<file path="config.mk">
export PLATFORM = sky130hd
export DESIGN_NAME = thermo_peak_meter
export DESIGN_NICKNAME = d
export VERILOG_FILES = /design/src/rtl/thermo_pkg.sv /design/src/rtl/thermo_popcount.sv /design/src/rtl/thermo_peak_meter.sv
export SDC_FILE = /design/constraint.sdc
export NUM_CORES = 1
export LEC_CHECK = 0
export ABC_AREA = 0
export ABC_CLOCK_PERIOD_IN_PS = 2600
export BUFFER_PORTS_ARGS = -buffer_cell sky130_fd_sc_hd__buf_2
export CAP_MARGIN = 20
export CORE_UTILIZATION = 45
export CTS_CLUSTER_SIZE = 12
export DETAILED_ROUTE_END_ITERATION = 6
export GPL_ROUTABILITY_DRIVEN = 0
export PLACE_DENSITY = 0.7
export SETUP_SLACK_MARGIN = 0.5
export SYNTH_ARGS = -nofsm -noshare
export SYNTH_HDL_FRONTEND = slang
export SYNTH_SLANG_ARGS = --single-unit
</file>
<file path="constraint.sdc">
create_clock -name clk -period 2.6 [get_ports clk]
set_clock_uncertainty 0.2 [all_clocks]
set_input_delay 0.26 -clock clk [delete_from_list [all_inputs] [get_ports clk]]
set_output_delay 0.26 -clock clk [all_outputs]
set_load 0.05 [all_outputs]
</file>
<file path="src/rtl/thermo_pkg.sv">
// Shared definitions for thermometer-code consumers: peak FSM states,
// the bubble counter width and the legal-code mask helper.
package thermo_pkg;

    typedef enum logic [1:0] {
        FOLLOW = 2'd0,
        HOLD   = 2'd1,
        DECAY  = 2'd2
    } peak_state_e;

    localparam int ERRCNT_W = 8;

    // Thermometer pattern with the low n bits set; callers truncate to their width.
    function automatic logic [63:0] therm_mask(input int unsigned n);
        if (n >= 64) begin
            return '1;
        end
        return (64'd1 << n) - 64'd1;
    endfunction

endpackage

</file>
<file path="src/rtl/thermo_popcount.sv">
// Ones-count decode of a W-bit thermometer code with a legality flag that
// is set only when the input is exactly the contiguous-from-bit-0 pattern.
module thermo_popcount
    import thermo_pkg::*;
#(
    parameter int K = 3,
    parameter int W = 7
) (
    input  logic [W-1:0] therm_in,
    output logic [K-1:0] count,
    output logic         legal
);

    // Per-bit zero extension keeps the adder chain free of width mismatches.
    logic [K-1:0] bit_ext [W];

    for (genvar gi = 0; gi < W; gi++) begin : g_ext
        assign bit_ext[gi] = K'(therm_in[gi]);
    end

    always_comb begin
        count = '0;
        for (int i = 0; i < W; i++) begin
            count = count + bit_ext[i];
        end
    end

    assign legal = (therm_in == W'(therm_mask(int'(count))));

endmodule

</file>
<file path="src/rtl/thermo_peak_meter.sv">
// Thermometer-code level meter with bubble detection and peak-hold/decay.
// Optional saturating bubble counter enabled by THERMO_PEAK_ERRCNT_EN.
module thermo_peak_meter
    import thermo_pkg::*;
#(
    parameter int K            = 3,
    parameter int W            = 7,
    parameter int HOLD_CYCLES  = 16,
    parameter int DECAY_CYCLES = 4
) (
    input  logic                clk,
    input  logic                rst_n,
    input  logic                in_valid,
    input  logic [W-1:0]        therm_in,
    output logic [K-1:0]        level,
    output logic                level_valid,
    output logic [K-1:0]        peak,
    output logic                bubble_err,
    output logic [ERRCNT_W-1:0] err_count
);

    localparam int HCW = (HOLD_CYCLES > 1) ? $clog2(HOLD_CYCLES) : 1;
    localparam int DCW = (DECAY_CYCLES > 1) ? $clog2(DECAY_CYCLES) : 1;
    localparam logic [HCW-1:0] HOLD_LOAD  = HCW'(HOLD_CYCLES - 1);
    localparam logic [DCW-1:0] DECAY_LOAD = DCW'(DECAY_CYCLES - 1);
    localparam logic [K:0]     ONE_EXT    = (K+1)'(1);

    if (W != (2**K) - 1) begin : g_bad_width
        $error("thermo_peak_meter: W must equal 2**K-1");
    end
    if (HOLD_CYCLES < 1 || DECAY_CYCLES < 1) begin : g_bad_timing
        $error("thermo_peak_meter: HOLD_CYCLES and DECAY_CYCLES must be >= 1");
    end

    logic [K-1:0] n;
    logic         legal;

    thermo_popcount #(.K(K), .W(W)) u_popcount (
        .therm_in (therm_in),
        .count    (n),
        .legal    (legal)
    );

    logic [K-1:0]   level_reg, peak_reg, peak_next, level_ref;
    logic           level_valid_reg, bubble_err_reg;
    logic [HCW-1:0] hcnt_reg, hcnt_next;
    logic [DCW-1:0] dcnt_reg, dcnt_next;
    peak_state_e    state_reg, state_next;
    logic           rise, settle;

    assign level_ref = in_valid ? n : level_reg;
    assign rise      = in_valid && (n >= peak_reg);
    // Widened compare stands in for peak-1 <= level_ref without wrapping at 0.
    assign settle    = ({1'b0, peak_reg} <= ({1'b0, level_ref} + ONE_EXT));

    always_comb begin
        state_next = state_reg;
        peak_next  = peak_reg;
        hcnt_next  = hcnt_reg;
        dcnt_next  = dcnt_reg;
        case (state_reg)
            FOLLOW: begin
                if (rise) begin
                    peak_next = n;
                end else if (in_valid) begin
                    hcnt_next  = HOLD_LOAD;
                    state_next = HOLD;
                end
            end
            HOLD: begin
                if (rise) begin
                    peak_next  = n;
                    state_next = FOLLOW;
                end else if (hcnt_reg == '0) begin
                    dcnt_next  = DECAY_LOAD;
                    state_next = DECAY;
                end else begin
                    hcnt_next = hcnt_reg - HCW'(1);
                end
            end
            DECAY: begin
                if (rise) begin
                    peak_next  = n;
                    state_next = FOLLOW;
                end else if (dcnt_reg == '0) begin
                    if (settle) begin
                        peak_next  = level_ref;
                        state_next = FOLLOW;
                    end else begin
                        peak_next = peak_reg - K'(1);
                        dcnt_next = DECAY_LOAD;
                    end
                end else begin
                    dcnt_next = dcnt_reg - DCW'(1);
                end
            end
            default: begin
                state_next = FOLLOW;
            end
        endcase
    end

    always_ff @(posedge clk or negedge rst_n) begin
        if (!rst_n) begin
            level_reg       <= '0;
            level_valid_reg <= 1'b0;
            bubble_err_reg  <= 1'b0;
            peak_reg        <= '0;
            hcnt_reg        <= '0;
            dcnt_reg        <= '0;
            state_reg       <= FOLLOW;
        end else begin
            level_valid_reg <= in_valid;
            bubble_err_reg  <= in_valid && !legal;
            if (in_valid) begin
                level_reg <= n;
            end
            peak_reg  <= peak_next;
            hcnt_reg  <= hcnt_next;
            dcnt_reg  <= dcnt_next;
            state_reg <= state_next;
        end
    end

    assign level       = level_reg;
    assign level_valid = level_valid_reg;
    assign peak        = peak_reg;
    assign bubble_err  = bubble_err_reg;

`ifdef THERMO_PEAK_ERRCNT_EN
    logic [ERRCNT_W-1:0] err_cnt_reg;

    always_ff @(posedge clk or negedge rst_n) begin
        if (!rst_n) begin
            err_cnt_reg <= '0;
        end else if (in_valid && !legal && (err_cnt_reg != '1)) begin
            err_cnt_reg <= err_cnt_reg + ERRCNT_W'(1);
        end
    end

    assign err_count = err_cnt_reg;
`else
    assign err_count = '0;
`endif

endmodule

</file>
==> results of run 1 <==
-- per-stage QoR --
step / utilization (%) / TNS, ps / cells
2_1_floorplan: - / -16560 / 165
3_3_place_gp: 61.56 / -19770 / 244
3_5_place_dp: 61.56 / -20600 / 244
4_1_cts: 68.16 / -14140 / 256
5_1_grt: 71.93 / -16170 / 264
6_report: 71.93 / -15120 / 264
-- repair_timing --
action                                  CTS  global route
endpoints found under the hold margin    16             0
buffers inserted                          7             8
hold buffers                              1             0
pin swaps                                22             8
endpoints found under the setup margin   15            15
resized for setup                        24            11
-- layer usage --
layer | global-route usage, % | share of wire, % | vias to the layer above
met5 | 0 | 0 | -
met4 | 12.59 | 2.6 | 0
met3 | 6.813 | 3.7 | 13
met2 | 43.99 | 53 | 33
met1 | 27.96 | 41 | 694
li1 | - | - | 667
-- worst min path at each step --
stage               startpoint          end  slack (ps)  cells past startpoint
floorplan                rst_n   bubble_err        -240                      0
global placement         rst_n  level_valid          -8                      1
detailed placement       rst_n  hcnt_reg[1]           8                      1
CTS                   in_valid  level_valid         130                      2
global route          in_valid  level_valid         130                      2
finish                in_valid  level_valid         140                      2
-- critical path, cell delays in order --
cell,delay (ps)
sky130_fd_sc_hd__buf_6,100
sky130_fd_sc_hd__ha_4,250
sky130_fd_sc_hd__inv_2,30
sky130_fd_sc_hd__fa_1,460
sky130_fd_sc_hd__fa_1,520
sky130_fd_sc_hd__inv_2,50
sky130_fd_sc_hd__ha_4,150
sky130_fd_sc_hd__fa_2,420
sky130_fd_sc_hd__mux2_4,290
sky130_fd_sc_hd__ha_4,270
sky130_fd_sc_hd__inv_2,30
sky130_fd_sc_hd__ha_4,260
sky130_fd_sc_hd__nor2b_4,140
sky130_fd_sc_hd__o21a_1,180
sky130_fd_sc_hd__o211ai_1,140
sky130_fd_sc_hd__a221oi_2,300
sky130_fd_sc_hd__o2bb2ai_1,80
-- final cells by class --
type / count / area (µm²) / share of cell area [%]
multi-input combinational: 118 / 1161 / 52.88
clock buffer: 4 / 36.28 / 1.652
tap: 44 / 55.05 / 2.507
sequential: 16 / 400.4 / 18.23
inverter: 20 / 75.07 / 3.419
timing repair buffer: 62 / 467.9 / 21.31
-- logic make-up (layout without fill, tap and decap cells) --
| kind of cell | Yosys count | after routing | share of synthesized area, % |
|---|---|---|---|
| flops | 16 | 16 | 27.47 |
| buf+inv | 31 | 86 | 10.73 |
| compound gates | 39 | 39 | 21.20 |
| simple gates | 39 | 39 | 14.08 |
| fa+ha+maj | 18 | 18 | 17.00 |
| xor+xnor | 11 | 11 | 7.125 |
| mux | 3 | 3 | 2.146 |
| other cells | 1 | 8 | 0.2573 |
-- where the power goes --
part	switching, W	internal [W]	total (W)
Clock	0.0000910	0.0000857	0.000177
Combinational	0.00112	0.00110	0.00223
Sequential	0.0000880	0.000328	0.000416
Total	0.00130	0.00152	0.00282
-- synth_stat cells, drive strengths merged --
cell,count,area [µm²]
a22oi,3,36.28
o21bai,1,7.510
o2bb2ai,2,17.52
a21oi,3,15.01
nand3,5,25.02
o21a,2,15.01
conb,1,3.750
and3b,1,8.760
xor2,3,26.28
nor2,9,33.78
a21o,1,7.510
o22a,1,8.760
a221oi,1,8.760
and3,2,13.77
nor3,6,35.03
nor2b,3,18.77
o21ai,7,35.03
a211oi,3,35.03
buf,11,81.33
mux2i,2,20.02
xnor2,8,77.58
o221ai,1,8.760
a32o,1,10.01
nand2b,3,18.77
o41a,1,11.26
a31oi,3,18.77
or3,2,15.01
o211ai,6,50.05
nand2,6,22.52
o2111ai,1,8.760
nor3b,1,7.510
a2bb2oi,1,8.760
fa,3,60.06
o22ai,1,6.260
inv,20,75.07
or2,1,6.260
mux2,1,11.26
ha,15,187.7
dfrtp,16,400.4
==> qor.yml, run 1 <==
final_layout:
  diodes: 0
  nets: 249
  finalInstanceArea_um2: 2196
  final.fill_count: 233
  layout.cells.most_common: "sky130_fd_sc_hd__buf_4"
  synthToLayoutAreaGrowth_pct: 50.64
  largest_register_ffs: 4
  layout-drive-gt1-share_pct: 47.73
  layout_common_cells: "36 x sky130_fd_sc_hd__buf_4, 16 x sky130_fd_sc_hd__dfrtp_1, 15 x sky130_fd_sc_hd__buf_2"
critical_path:
  worstPathRequired_ps: 2600
  worst_ep_arrival_time_ps: 3940
  reg2reg_from: "level[1]"
  rr_worst_depth: 9
  criticalPathCategory: "primary input to flip-flop"
  destination_of_the_worst_register_to_register_timing_path: "peak[2]"
  flop2flop_setup_slack_ps: 160
  kind_of_end_point_of_the_critical_path: "flip-flop"
  crit_path_end: "peak[2]"
  setup.worst_path.start_class: "primary input"
  worst_setup_path_startpoint: "therm_in[0]"
  critical_path_peak_fanout: 3
outcome:
  failing_checks: "negative setup slack"
  result_of_the_run: "finished with violations"
pwr:
  power.static_leakage_nw: 1.032
  power-per-cell-area_nw_per_um2: 1284
  design_power_total_w: 0.002820
  irDropWorstVdd_mv: 0.9662
clocking:
  clock_sink_count: 16
  clock_tree.htree_level_count: 1
  clkTransAtPathRegs_ps: 100
  tritoncts: "yes"
  cts.root.buffer_cell: "sky130_fd_sc_hd__clkbuf_4"
  cts.path.max_buffers: 2
  cts_made_buffers: 3
  clock_latency_ps: 310
sta:
  achievable-frequency_mhz: 254.0
  setup_repair_after_global_routing_missed_its_margin: "yes"
  final_critical_path_setup_slack_ps: -1337
  hold_violations_final: 0
  slew_violations: 0
  fin_worst_hold_slack_ps: 136.2
  timing.final.setup_violations: 14
  finalWorstPathRequiredPeriod_ps: 3937
  share_of_the_cycle_needed_by_the_critical_path_after_routing_pct: 151.4
logic_synthesis:
  flip_flop_and_latch_count_after_synthesis: 16
  yosysUniqueCellTypes: 49
  synth.cell_area_um2: 1458
  synth-seq-area-share_pct: 27.47
  post_synth.cell_area_avg_um2: 9.226
  syn_inst: 158
  ys_warn_count: 0
global_routing:
  antenna_found_initial: 0
  groute.usage.overall_pct: 25.16
  first_global_vias: 1387
  grt_first_pass_wirelength_um: 6389
  largest_net_degree_at_the_start_of_global_routing: 17
  globalRoute.totalOverflow: 0
drt:
  finalWirelength_um: 4005
  antenna_violating_nets_post_route: 0
  vias: 1407
  wl_per_cell_um: 15.17
  post_drt_via_cell_ratio: 5.330
  detail_route.drc_violations: 0
  drtIter0Drc: 66
  number_of_detailed_route_iterations_in_the_first_pass: 4
floorplanning:
  y_dimension_of_the_die_um: 58.92
  die_width_um: 58.92
  pin_count: 26
  floorplan.initialDensity_pct: 47.75
  core_area_um2: 3053
  design.die.area_um2: 3471
  row_count: 20
placed_design:
  placed_area_um2: 1879
  io_buffers: 17
  detailed_place_hpwl_um: 2712
  pre_cts_slack_ps: -1822
job:
  max-cap-violations: 0
min_path:
  min-delay-path-class: "primary input to flip-flop"
Power figures use the tool's default switching activity.
==> inputs of run 2 (changes only) <==
Settings changed: CORE_MARGIN from default to 2.
==> run 2 against run 1 <==
Net effect:
- the flow still finishes with violations (negative setup slack)
- via count grew 0.36%
- maximum frequency shrank 0.11%
- global-route usage shrank 0.88 points
- first-iteration DRC count shrank 70%
==> qor.yml, run 2 (synthesized netlist as in run 1, its figures left out) <==
outcome:
  result_of_the_run: "finished with violations"
  failing_checks: "negative setup slack"
critical_path:
  worst-path-stages: 17
  path_delay_family: "adder cells"
  destination_of_the_worst_register_to_register_timing_path: "peak[2]"
  reg2reg_from: "level[1]"
  rr_worst_depth: 9
  setup.worst_path.start_class: "primary input"
  criticalPathCategory: "primary input to flip-flop"
  critical_path_peak_fanout: 3
  crit_slowest_cell: "sky130_fd_sc_hd__fa_1"
  critical_path.cell_chain: "buf_8 > ha_4 > inv_2 > fa_1 > fa_1 > inv_2 > ha_4 > fa_2 > mux2_4 > ha_4 > inv_2 > ha_4 > nor2b_4 > o21a_1 > o211ai_1 > a221oi_2 > o2bb2ai_1"
  cp_slowest_stage_delay_ps: 510
  critical_path.n_buffers_inverters: 4
  flop2flop_setup_slack_ps: 200
  timing.critical_path.mode_cell: "sky130_fd_sc_hd__ha_4"
  worst_ep_arrival_time_ps: 3930
  kind_of_end_point_of_the_critical_path: "flip-flop"
  worstPathRequired_ps: 2580
  worst_setup_path_startpoint: "therm_in[1]"
pwr:
  pwr-share-comb_pct: 78.8
  irDropWorstVdd_mv: 0.9398
  power.sequential.fraction_pct: 15.0
  design_power_total_w: 0.002769
  power.share.clock_pct: 6.2
  power.switching_fraction_pct: 45.86
  internal_power_w: 0.001499
  power.static_leakage_nw: 1.021
  power-per-cell-area_nw_per_um2: 1271
  power.net_switching_w: 0.001270
sta:
  tightest_slew_ps: 513.8
  fin_worst_hold_slack_ps: 144.0
  final_critical_path_setup_slack_ps: -1341
  setup_repair_after_global_routing_missed_its_margin: "yes"
  slew_violations: 0
  timing.final.setup_violations: 14
  maxSlewHeadroom_pct: 65.67
  hold_violations_final: 0
  finalWorstPathRequiredPeriod_ps: 3941
  achievable-frequency_mhz: 253.7
  share_of_the_cycle_needed_by_the_critical_path_after_routing_pct: 151.6
drt:
  wl_per_cell_um: 15.36
  vias: 1412
  number_of_detailed_route_iterations_in_the_first_pass: 6
  detail_route.drc_violations: 0
  finalWirelength_um: 4040
  drtIter0Drc: 20
  post_drt_via_cell_ratio: 5.369
  antenna_violating_nets_post_route: 0
clocking:
  cts_made_buffers: 3
  cts.path.max_buffers: 2
  clkTransAtPathRegs_ps: 100
  clock_tree.htree_level_count: 1
  tritoncts: "yes"
  clock_latency_ps: 300
  cts.root.buffer_cell: "sky130_fd_sc_hd__clkbuf_4"
  clock_sink_count: 16
final_layout:
  layout.cells.most_common: "sky130_fd_sc_hd__buf_4"
  layout-drive-gt1-share_pct: 45.66
  synthToLayoutAreaGrowth_pct: 49.44
  layout_common_cells: "30 x sky130_fd_sc_hd__buf_4, 16 x sky130_fd_sc_hd__dfrtp_1, 15 x sky130_fd_sc_hd__buf_2"
  nets: 248
  final.fill_count: 224
  largest_register_ffs: 4
  diodes: 0
floorplanning:
  core_area_um2: 3078
  y_dimension_of_the_die_um: 60.92
  floorplan.initialDensity_pct: 47.36
  row_count: 20
  die_width_um: 60.92
  design.die.area_um2: 3711
  pin_count: 26
global_routing:
  groute.usage.overall_pct: 24.29
  antenna_found_initial: 0
  largest_net_degree_at_the_start_of_global_routing: 17
  grt_first_pass_wirelength_um: 6541
  globalRoute.totalOverflow: 0
  first_global_vias: 1435
job:
  max-cap-violations: 0
min_path:
  holdPathEnd: "level_valid"
  worst_hold_startpoint: "in_valid"
  min-delay-path-class: "primary input to flip-flop"
  cell_count_of_the_worst_hold_path: 2
placed_design:
  io_buffers: 17
  detailed_place_hpwl_um: 2810
[run 2: per-layer routing]
layer / wire, µm / vias to the layer above / GRT usage, %
met3: 168 / 14 / 6.183
li1: - / 669 / -
met2: 2025 / 40 / 41.78
met1: 1706 / 689 / 29.30
met5: 0 / - / 0
met4: 139 / 0 / 8.696
[run 2: worst max path at each step]
stage                     endpoint  slack [ps]
after global routing       peak[2]       -1440
after floorplan            peak[0]       -1640
final                      peak[2]       -1340
after global placement     peak[0]       -1760
after detailed placement   peak[0]       -1810
after CTS                  peak[0]       -1270
[run 2: stage by stage]
stage / cells / setup WS, ps / TNS [ps] / util (%) / cell area, µm²
after floorplan: 165 / -1637 / -16560 / - / 1609
after global routing: 263 / -1437 / -16460 / 70.77 / 2178
after global placement: 243 / -1761 / -19700 / 60.81 / 1872
final: 263 / -1341 / -15320 / 70.77 / 2178
after detailed placement: 243 / -1815 / -20690 / 60.81 / 1872
after CTS: 258 / -1272 / -14720 / 68.94 / 2122
[run 2: what timing repair did]
item,in CTS,in global routing
pin swaps,21,5
gates cloned,0,0
setup buffers,10,5
endpoints found under the setup margin,15,15
hold buffers,1,0
hold endpoints to repair,16,0
resized for setup,30,5
[run 2: final cells by class]
class / instances / area (µm²) / area share [%]
flip-flops and latches: 16 / 400.4 / 18.38
inverters: 20 / 75.07 / 3.446
multi-input cells: 118 / 1129 / 51.81
well taps: 44 / 55.05 / 2.527
repair buffers: 61 / 483.0 / 22.17
clock buffers: 4 / 36.28 / 1.666
[run 2: power groups by stage]
stage	registers (W)	clock network [W]	logic (W)
CTS	0.000413	0.000175	0.00198
detailed placement	0.000414	0	0.00168
global placement	0.000408	0	0.00161
global route	0.000425	0.000187	0.00235
finish	0.000416	0.000173	0.00218
floorplan	0.000540	0	0.00110
==> inputs of run 3 (changes only) <==
Settings changed: PLACE_DENSITY 0.7 to default, PLACE_DENSITY_LB_ADDON from default to 0.15.
==> run 3 against run 2 <==
Net effect:
- the run still ends with negative setup slack left
- final cell count down 3.4%
- worst setup slack worse by 34 ps
- sequential share of layout area grew 0.74 points
==> qor.yml, run 3 (synthesized netlist as in run 1, its figures left out) <==
clocking:
  cts.root.buffer_cell: "sky130_fd_sc_hd__clkbuf_4"
  clock_sink_count: 16
  cts.path.max_buffers: 2
  clock_tree.htree_level_count: 1
  clock_latency_ps: 290
  tritoncts: "yes"
  clkTransAtPathRegs_ps: 110
  cts_made_buffers: 3
drt:
  post_drt_via_cell_ratio: 5.291
  detail_route.drc_violations: 0
  wl_per_cell_um: 14.66
  vias: 1344
  detail_route.wirelength.met1_um: 1731
  antenna_violating_nets_post_route: 0
  wl_met3_um: 117
  met2WireLength_um: 1821
  route.top_layer_used: "met4"
  finalWirelength_um: 3724
  drtIter0Drc: 70
  number_of_detailed_route_iterations_in_the_first_pass: 4
placed_design:
  detailed_place_hpwl_um: 2790
  placed_area_um2: 1864
  pre_cts_slack_ps: -1869
  io_buffers: 17
job:
  max-cap-violations: 0
global_routing:
  grt_first_pass_wirelength_um: 5982
  antenna_found_initial: 0
  globalRoute.totalOverflow: 0
  largest_net_degree_at_the_start_of_global_routing: 17
  first_global_vias: 1288
  groute.usage.overall_pct: 21.96
floorplanning:
  die_width_um: 60.92
  floorplan.initialDensity_pct: 47.36
  row_count: 20
  y_dimension_of_the_die_um: 60.92
  pin_count: 26
  core_area_um2: 3078
  design.die.area_um2: 3711
outcome:
  result_of_the_run: "finished with violations"
  failing_checks: "negative setup slack"
min_path:
  min-delay-path-class: "primary input to flip-flop"
pwr:
  power.static_leakage_nw: 0.9669
  power-per-cell-area_nw_per_um2: 1227
  irDropWorstVdd_mv: 1.045
sta:
  share_of_the_cycle_needed_by_the_critical_path_after_routing_pct: 152.9
  final_critical_path_setup_slack_ps: -1375
  achievable-frequency_mhz: 251.6
  timing.final.setup_violations: 14
  slew_violations: 0
  finalWorstPathRequiredPeriod_ps: 3975
  setup_repair_after_global_routing_missed_its_margin: "yes"
  hold_violations_final: 0
final_layout:
  largest_register_ffs: 4
  diodes: 0
  layout_common_cells: "28 x sky130_fd_sc_hd__buf_4, 16 x sky130_fd_sc_hd__dfrtp_1, 15 x sky130_fd_sc_hd__buf_2"
  synthToLayoutAreaGrowth_pct: 43.69
  layout-drive-gt1-share_pct: 43.81
  nets: 239
  postLayoutCoreUtil_pct: 68.05
  layout.cells.most_common: "sky130_fd_sc_hd__buf_4"
  finalInstanceArea_um2: 2095
critical_path:
  worstPathRequired_ps: 2620
  worst_ep_arrival_time_ps: 4000
  kind_of_end_point_of_the_critical_path: "flip-flop"
  critical_path_peak_fanout: 3
  setup.worst_path.start_class: "primary input"
  criticalPathCategory: "primary input to flip-flop"
run 3: changes by cell type in the layout (fill, tap and decap cells not counted), sizes merged:
cell,previous run,this run
buf,60,51
run 3: final cells by class:
type	count	area (µm²)
Inverter	20	75.07
Fill cell	237	983.4
Tap cell	44	55.05
Timing Repair Buffer	52	389.1
Sequential cell	16	400.4
Clock buffer	4	36.28
Multi-Input combinational cell	118	1139
run 3: path summary, 6_finish.rpt:
kind / slack (ps) / from / to / depth (start not counted)
worst max register to register: 230 / level[1] / peak[0] / 9
worst min register to register: 310 / hcnt_reg[0] / hcnt_reg[0] / 1
worst min-delay path: 170 / in_valid / level_valid / 2
worst max-delay path: -1370 / therm_in[0] / peak[0] / 17
min in group asynchronous: 200 / rst_n / hcnt_reg[0] / 2
max in group asynchronous: 1730 / rst_n / dcnt_reg[1] / 2
run 3: stage by stage:
stage | instances | total power (W) | TNS [ps] | hold slack (ps)
final | 254 | 0.002569 | -14770 | 170.7
after global routing | 254 | 0.002761 | -15690 | 151.5
after CTS | 250 | 0.002408 | -14270 | 157.0
after detailed placement | 242 | 0.002088 | -21380 | 4.932
after global placement | 242 | 0.002030 | -19860 | -5.811
after floorplan | 165 | 0.001637 | -16560 | -235.6
run 3: worst max-delay path, stage by stage:
cell	delay, ps
sky130_fd_sc_hd__buf_6	100
sky130_fd_sc_hd__ha_4	250
sky130_fd_sc_hd__inv_2	30
sky130_fd_sc_hd__fa_1	480
sky130_fd_sc_hd__fa_1	530
sky130_fd_sc_hd__inv_2	50
sky130_fd_sc_hd__ha_4	150
sky130_fd_sc_hd__fa_2	450
sky130_fd_sc_hd__mux2_4	300
sky130_fd_sc_hd__ha_4	270
sky130_fd_sc_hd__inv_2	40
sky130_fd_sc_hd__ha_4	200
sky130_fd_sc_hd__nor2b_4	120
sky130_fd_sc_hd__o21a_1	200
sky130_fd_sc_hd__o211ai_2	230
sky130_fd_sc_hd__o221ai_1	160
sky130_fd_sc_hd__a22oi_1	180
run 3: per-layer routing:
layer  GRT usage (%)  vias up
met3           4.051        6
met5               0        -
met1           28.63      655
met4           3.727        0
li1                -      649
met2           38.40       34
run 3: what timing repair did:
item                                   in CTS  in global routing
buffers inserted                            3                  4
resized for setup                          21                  9
setup endpoints to repair                  15                 15
endpoints found under the hold margin      16                  0
pin swaps                                  21                  6
hold buffers                                1                  0
run 3: report_power, final:
group / switching [W] / internal [W] / total [W]
clock network: 0.0000870 / 0.0000853 / 0.000172
registers: 0.0000887 / 0.000328 / 0.000416
logic: 0.00103 / 0.000949 / 0.00198
total: 0.00121 / 0.00136 / 0.00257
